## src/rtl/pulse_train_tx.sv

```systemverilog
// ---------------------------------------------------------------------------
// pulse_train_tx
//
// Purpose:
//   Transmit side of the button-clocked counter interface. On a rising edge
//   of the start request it emits count_in clean, timed pulses on pulse_out.
//   Each pulse is HIGH_CYCLES clocks high followed by LOW_CYCLES clocks low.
//   The number of pulses still to be sent is shown on led.
//
// Ports:
//   clk        system clock, all logic on its rising edge
//   rst        synchronous, active-high reset
//   start      request level; a 0->1 transition starts a train
//   count_in   number of pulses to send, sampled on the start edge
//   pulse_out  generated pulse train (registered)
//   busy       high while a train is in progress
//   done       single-cycle strobe when a train completes
//   led        pulses still to be sent (registered)
//
// Optional feature:
//   PULSE_TRAIN_TX_START_SYNC_EN - when defined, start passes through a
//   2-flop synchronizer before edge detection, so it may come straight from
//   an asynchronous button. Start-to-pulse latency becomes 3 cycles
//   instead of 1.
// ---------------------------------------------------------------------------
module pulse_train_tx #(
  parameter int HIGH_CYCLES = 6000000,
  parameter int LOW_CYCLES  = 6000000,
  parameter int CNT_W       = 4
) (
  input  logic             clk,
  input  logic             rst,
  input  logic             start,
  input  logic [CNT_W-1:0] count_in,
  output logic             pulse_out,
  output logic             busy,
  output logic             done,
  output logic [CNT_W-1:0] led
);

  localparam int MAX_CYC = (HIGH_CYCLES > LOW_CYCLES) ? HIGH_CYCLES : LOW_CYCLES;
  localparam int TIMER_W = $clog2(MAX_CYC + 1);

  localparam logic [TIMER_W-1:0] HIGH_LAST = TIMER_W'(HIGH_CYCLES - 1);
  localparam logic [TIMER_W-1:0] LOW_LAST  = TIMER_W'(LOW_CYCLES - 1);

  typedef enum logic [1:0] {
    IDLE = 2'd0,
    HIGH = 2'd1,
    LOW  = 2'd2
  } state_t;

  state_t             r_state;
  state_t             w_nextState;
  logic [TIMER_W-1:0] r_timer;
  logic [TIMER_W-1:0] w_nextTimer;
  logic [CNT_W-1:0]   r_led;
  logic [CNT_W-1:0]   w_nextLed;
  logic               r_pulse;
  logic               w_nextPulse;
  logic               r_busy;
  logic               w_nextBusy;
  logic               r_done;
  logic               w_nextDone;
  logic               r_startD;
  logic               w_startIn;
  logic               w_startRise;

`ifdef PULSE_TRAIN_TX_START_SYNC_EN
  logic r_sync1;
  logic r_sync2;

  // Two-flop synchronizer for an asynchronous start. Both flops reset to 1
  // so a button already held during reset looks like "no new edge".
  always_ff @(posedge clk) begin
    if (rst) begin
      r_sync1 <= 1'b1;
      r_sync2 <= 1'b1;
    end else begin
      r_sync1 <= start;
      r_sync2 <= r_sync1;
    end
  end

  assign w_startIn = r_sync2;
`else
  assign w_startIn = start;
`endif

  // Edge-detect history. Reset to 1 so a start level held through reset
  // cannot be mistaken for a fresh request.
  always_ff @(posedge clk) begin
    if (rst) begin
      r_startD <= 1'b1;
    end else begin
      r_startD <= w_startIn;
    end
  end

  assign w_startRise = w_startIn & ~r_startD;

  // State and datapath register. Reset forces everything quiet, which also
  // cuts a train short without producing a done strobe.
  always_ff @(posedge clk) begin
    if (rst) begin
      r_state <= IDLE;
      r_timer <= '0;
      r_led   <= '0;
      r_pulse <= 1'b0;
      r_busy  <= 1'b0;
      r_done  <= 1'b0;
    end else begin
      r_state <= w_nextState;
      r_timer <= w_nextTimer;
      r_led   <= w_nextLed;
      r_pulse <= w_nextPulse;
      r_busy  <= w_nextBusy;
      r_done  <= w_nextDone;
    end
  end

  // Next-state logic. The timer counts up inside each HIGH and LOW phase
  // and restarts at every phase change. led is decremented as each pulse
  // falls, so it reads 0 during the trailing low gap of the last pulse and
  // that is what sends the machine back to IDLE. Start edges outside IDLE
  // are simply not looked at, which is how requests during a train are
  // ignored.
  always_comb begin
    w_nextState = r_state;
    w_nextTimer = r_timer;
    w_nextLed   = r_led;
    w_nextPulse = r_pulse;
    w_nextBusy  = r_busy;
    w_nextDone  = 1'b0;

    unique case (r_state)
      IDLE: begin
        if (w_startRise) begin
          if (count_in != '0) begin
            w_nextLed   = count_in;
            w_nextTimer = '0;
            w_nextBusy  = 1'b1;
            w_nextPulse = 1'b1;
            w_nextState = HIGH;
          end else begin
            w_nextDone = 1'b1;
          end
        end
      end

      HIGH: begin
        if (r_timer == HIGH_LAST) begin
          w_nextPulse = 1'b0;
          w_nextLed   = r_led - CNT_W'(1);
          w_nextTimer = '0;
          w_nextState = LOW;
        end else begin
          w_nextTimer = r_timer + TIMER_W'(1);
        end
      end

      LOW: begin
        if (r_timer == LOW_LAST) begin
          w_nextTimer = '0;
          if (r_led != '0) begin
            w_nextPulse = 1'b1;
            w_nextState = HIGH;
          end else begin
            w_nextBusy  = 1'b0;
            w_nextDone  = 1'b1;
            w_nextState = IDLE;
          end
        end else begin
          w_nextTimer = r_timer + TIMER_W'(1);
        end
      end

      default: begin
        w_nextState = IDLE;
      end
    endcase
  end

  assign pulse_out = r_pulse;
  assign busy      = r_busy;
  assign done      = r_done;
  assign led       = r_led;

endmodule
```

## config.mk

```make
export PLATFORM = sky130hd
export DESIGN_NAME = pulse_train_tx
export DESIGN_NICKNAME = d
export VERILOG_FILES = /design/src/rtl/pulse_train_tx.sv
export SDC_FILE = /design/constraint.sdc
export NUM_CORES = 1
export LEC_CHECK = 0
export ABC_CLOCK_PERIOD_IN_PS = 2200
export BUFFER_PORTS_ARGS = -buffer_cell sky130_fd_sc_hd__buf_4
export CAP_MARGIN = 20
export CORE_UTILIZATION = 53
export DETAILED_ROUTE_END_ITERATION = 10
export GPL_TIMING_DRIVEN = 0
export PLACE_DENSITY = 0.7
export SLEW_MARGIN = 30
export SYNTH_ARGS = -nofsm -noshare
export SYNTH_HDL_FRONTEND = slang
export SYNTH_SLANG_ARGS = --single-unit
export TNS_END_PERCENT = 100
```

## constraint.sdc

```tcl
create_clock -name clk -period 2.2 [get_ports clk]
set_input_delay 0.44 -clock clk [delete_from_list [all_inputs] [get_ports clk]]
set_output_delay 0.44 -clock clk [all_outputs]
set_load 0.01 [all_outputs]
```

==> results_dict.tcl <==
set metrics [dict create \
    status "finished clean" \
    synth.cell_area_mm2 0.00187 \
    cp-end-kind "register" \
    wl_met3_um 254 \
    maxCapViolCount 0 \
    numClockSinks 33 \
    r2r-end "led[3]" \
    ys_seq_area_share_pct 35.2 \
    synth_common_cells "dfxtp_1, nor2_1, a31oi_1, nand2_1, a21oi_1" \
    final-max-slew-violation-count 0 \
    globalplace.congestion 0.839 \
    synth_warnings 0 \
    worstHoldPathCells 3 \
    holdBufCountCts 0 \
    htreeDepth 2 \
    async_flop_share_pct 0 \
    worstMarginPinSlew_ns 0.814 \
    grt_pass1_wl_um 7350 \
    vias 1891 \
    cts_tree "done" \
    root_buffer "clkbuf_4" \
    fin_nets 276 \
    crit_required_ns 2.47 \
    avgViaCountPerCell 6.14 \
    cp_max_fo 6 \
    drive_above_1_share_pct 22.9 \
    nFillCells 287 \
    wirelength_um 4750 \
    synth_edf_count 0 \
    synth_nets 244 \
    final_util_pct 70.1 \
    ys_top_cells_by_area "dfxtp_1, a31oi_1, ha_1" \
    clkTransAtPathRegs_ns 0.11 \
    p_leak_nw 0.876 \
    grt_overflow_total 0 \
    wl_per_cell_um 15.4 \
    numCtsBuffers 5 \
    clock_skew_ns 0.0130 \
    slew_headroom_pct 45.3 \
    vdd_drop_max_uv 702 \
    drtPass1Iterations 4 \
    port-buffer-count 13 \
    n_antenna_cell 0 \
    min_from "start" \
    routed.top_layer "met4" \
    r2r_setup_slack_ns 0.02 \
    setup_viol 0 \
    yosysUniqueCellTypes 46 \
    yosysTopAreaCell "dfxtp_1" \
    synth.avg_cell_area_um2 8.18 \
    hp-class "input port to register" \
    dpl.hpwl_um 3210 \
    fmax_mhz 459 \
    reg2reg_from "r_timer[18]" \
    grt_max_degree 12 \
    netlist.area_leader.share_pct 35.2 \
    finalHoldViolations 0 \
    grt_pass1_vias 1711 \
    grt_usage_pct 26.7 \
    clkLatencyLatePin_ns 0.35 \
    period_share_pct 98.9 \
    period_minus_slack_ns 2.18 \
    detail-route-antenna-nets 0 \
    holdPathEnd "r_startD" \
    num_io_pins 14 \
    powerDensity_mw_per_mm2 927 \
    rsz0062_at_grt "true" \
    antenna_found_initial 0 \
    syn2layout_area_growth_pct 25.7 \
    drc_errors 0 \
    whs_ns 0.312 \
    ys.flop_type "dfxtp_1" \
    synth.most_common_cell "dfxtp_1" \
    r2r_cells 6 \
    wl_met1_um 2080 \
    die_area_mm2 0.00378 \
    finalPower_mw 2.18 \
    dr_wl_met2_um 2330 \
    drt-initial-drc-count 154 \
    core.rowCount 21 \
    syn_inst 229 \
    synth-seq-cells 33 \
    final_area_mm2 0.00236 \
    placedInstanceArea_mm2 0.00203 \
    start_kind "register" \
    chipHeight_um 61.5 \
    clk_path_buf_depth 2 \
    core_area_mm2 0.00336 \
    die_x_um 61.5 \
    initial_utilization_pct 55.7 \
    critPathArrivalTime_ns 2.45 \
    critPathKind "register to register" \
]
-- per-stage QoR --
stage                     cells  setup WS [ns]  TNS (ns)
after floorplan             229        -0.0137   -0.0137
after global placement      288         -0.367     -6.12
after detailed placement    288         -0.399     -7.10
after CTS                   302       0.000312         0
after global routing        308        -0.0859    -0.172
final                       308         0.0233         0
-- layer usage --
| layer | track usage (%) | vias up |
|---|---|---|
| met5 | 0 | - |
| met4 | 11.7 | 0 |
| met3 | 7.35 | 11 |
| met2 | 46.0 | 66 |
| met1 | 30.9 | 892 |
| li1 | - | 922 |
-- power by group --
group	switching (mW)	leakage (nW)	internal (mW)
Clock	0.219	0.0552	0.352
Sequential	0.0652	0.271	0.658
Combinational	0.529	0.550	0.361
Total	0.813	0.876	1.37
-- critical path, cell delays in order (launching register included) --
cell	delay [ns]
dfxtp_4	0.39
or4b_4	0.53
nor4_4	0.29
buf_6	0.18
nand2_4	0.07
or4_4	0.48
o211ai_1	0.16
-- state kept, by name (all words and copies together) (netlist names) --
register,count
led,4
done,1
r_state,2
pulse_out,1
busy,1
r_timer,23
r_startD,1
-- worst max-delay path by stage --
stage / end / startpoint / cells past startpoint
floorplan: led[3] / r_timer[0] / 6
global placement: r_timer[6] / r_timer[0] / 7
detailed placement: r_timer[13] / r_timer[0] / 7
CTS: r_timer[14] / r_state[1] / 8
global route: led[3] / r_timer[10] / 6
finish: led[3] / r_timer[18] / 6
-- cell type report --
type                       count  area [µm²]  share of cell area [%]
buffer                         6        36.3                    1.54
clock buffer                   5        37.5                    1.59
clock inverter                 3        65.1                    2.76
inverter                      12        45.0                    1.91
multi-input combinational    178        1250                    52.9
sequential                    33         677                    28.7
tap                           46        57.6                    2.44
timing repair buffer          25         191                    8.13
-- layout by cell type, fill, tap and decap left out, drive strengths merged, types with 3 or more instances in the layout --
| cell | n |
|---|---|
| clkbuf | 9 |
| nor4 | 3 |
| ha | 8 |
| and4 | 3 |
| nand2b | 3 |
| a21oi | 14 |
| nand4 | 7 |
| nand4b | 3 |
| xor2 | 6 |
| nor3 | 5 |
| nor2 | 21 |
| and3 | 6 |
| xnor2 | 4 |
| and2 | 3 |
| nand2 | 17 |
| o21ai | 13 |
| o31ai | 3 |
| buf | 27 |
| dfxtp | 33 |
| inv | 12 |
| nand3 | 8 |
| or3 | 4 |
| a31oi | 17 |
-- logic make-up after synthesis --
kind of cell,after synthesis,synth area share [%]
and+or+nand+nor,94,28.4
AOI/OAI and AO/OA,65,22.1
DFF,33,35.2
buffers and inverters,18,3.74
xor gates and xnor gates,10,4.67
adders and majority gates,8,5.34
muxes,1,0.534
-- timing repair --
item | 4_1_cts | 5_1_grt
endpoints found under the hold margin | 0 | 0
resized for setup | 17 | 18
endpoints found under the setup margin | 27 | 27
setup buffers | 6 | 6
pin swaps | 6 | 5
gates cloned | 0 | 0
(Power assumes the default switching activity.)
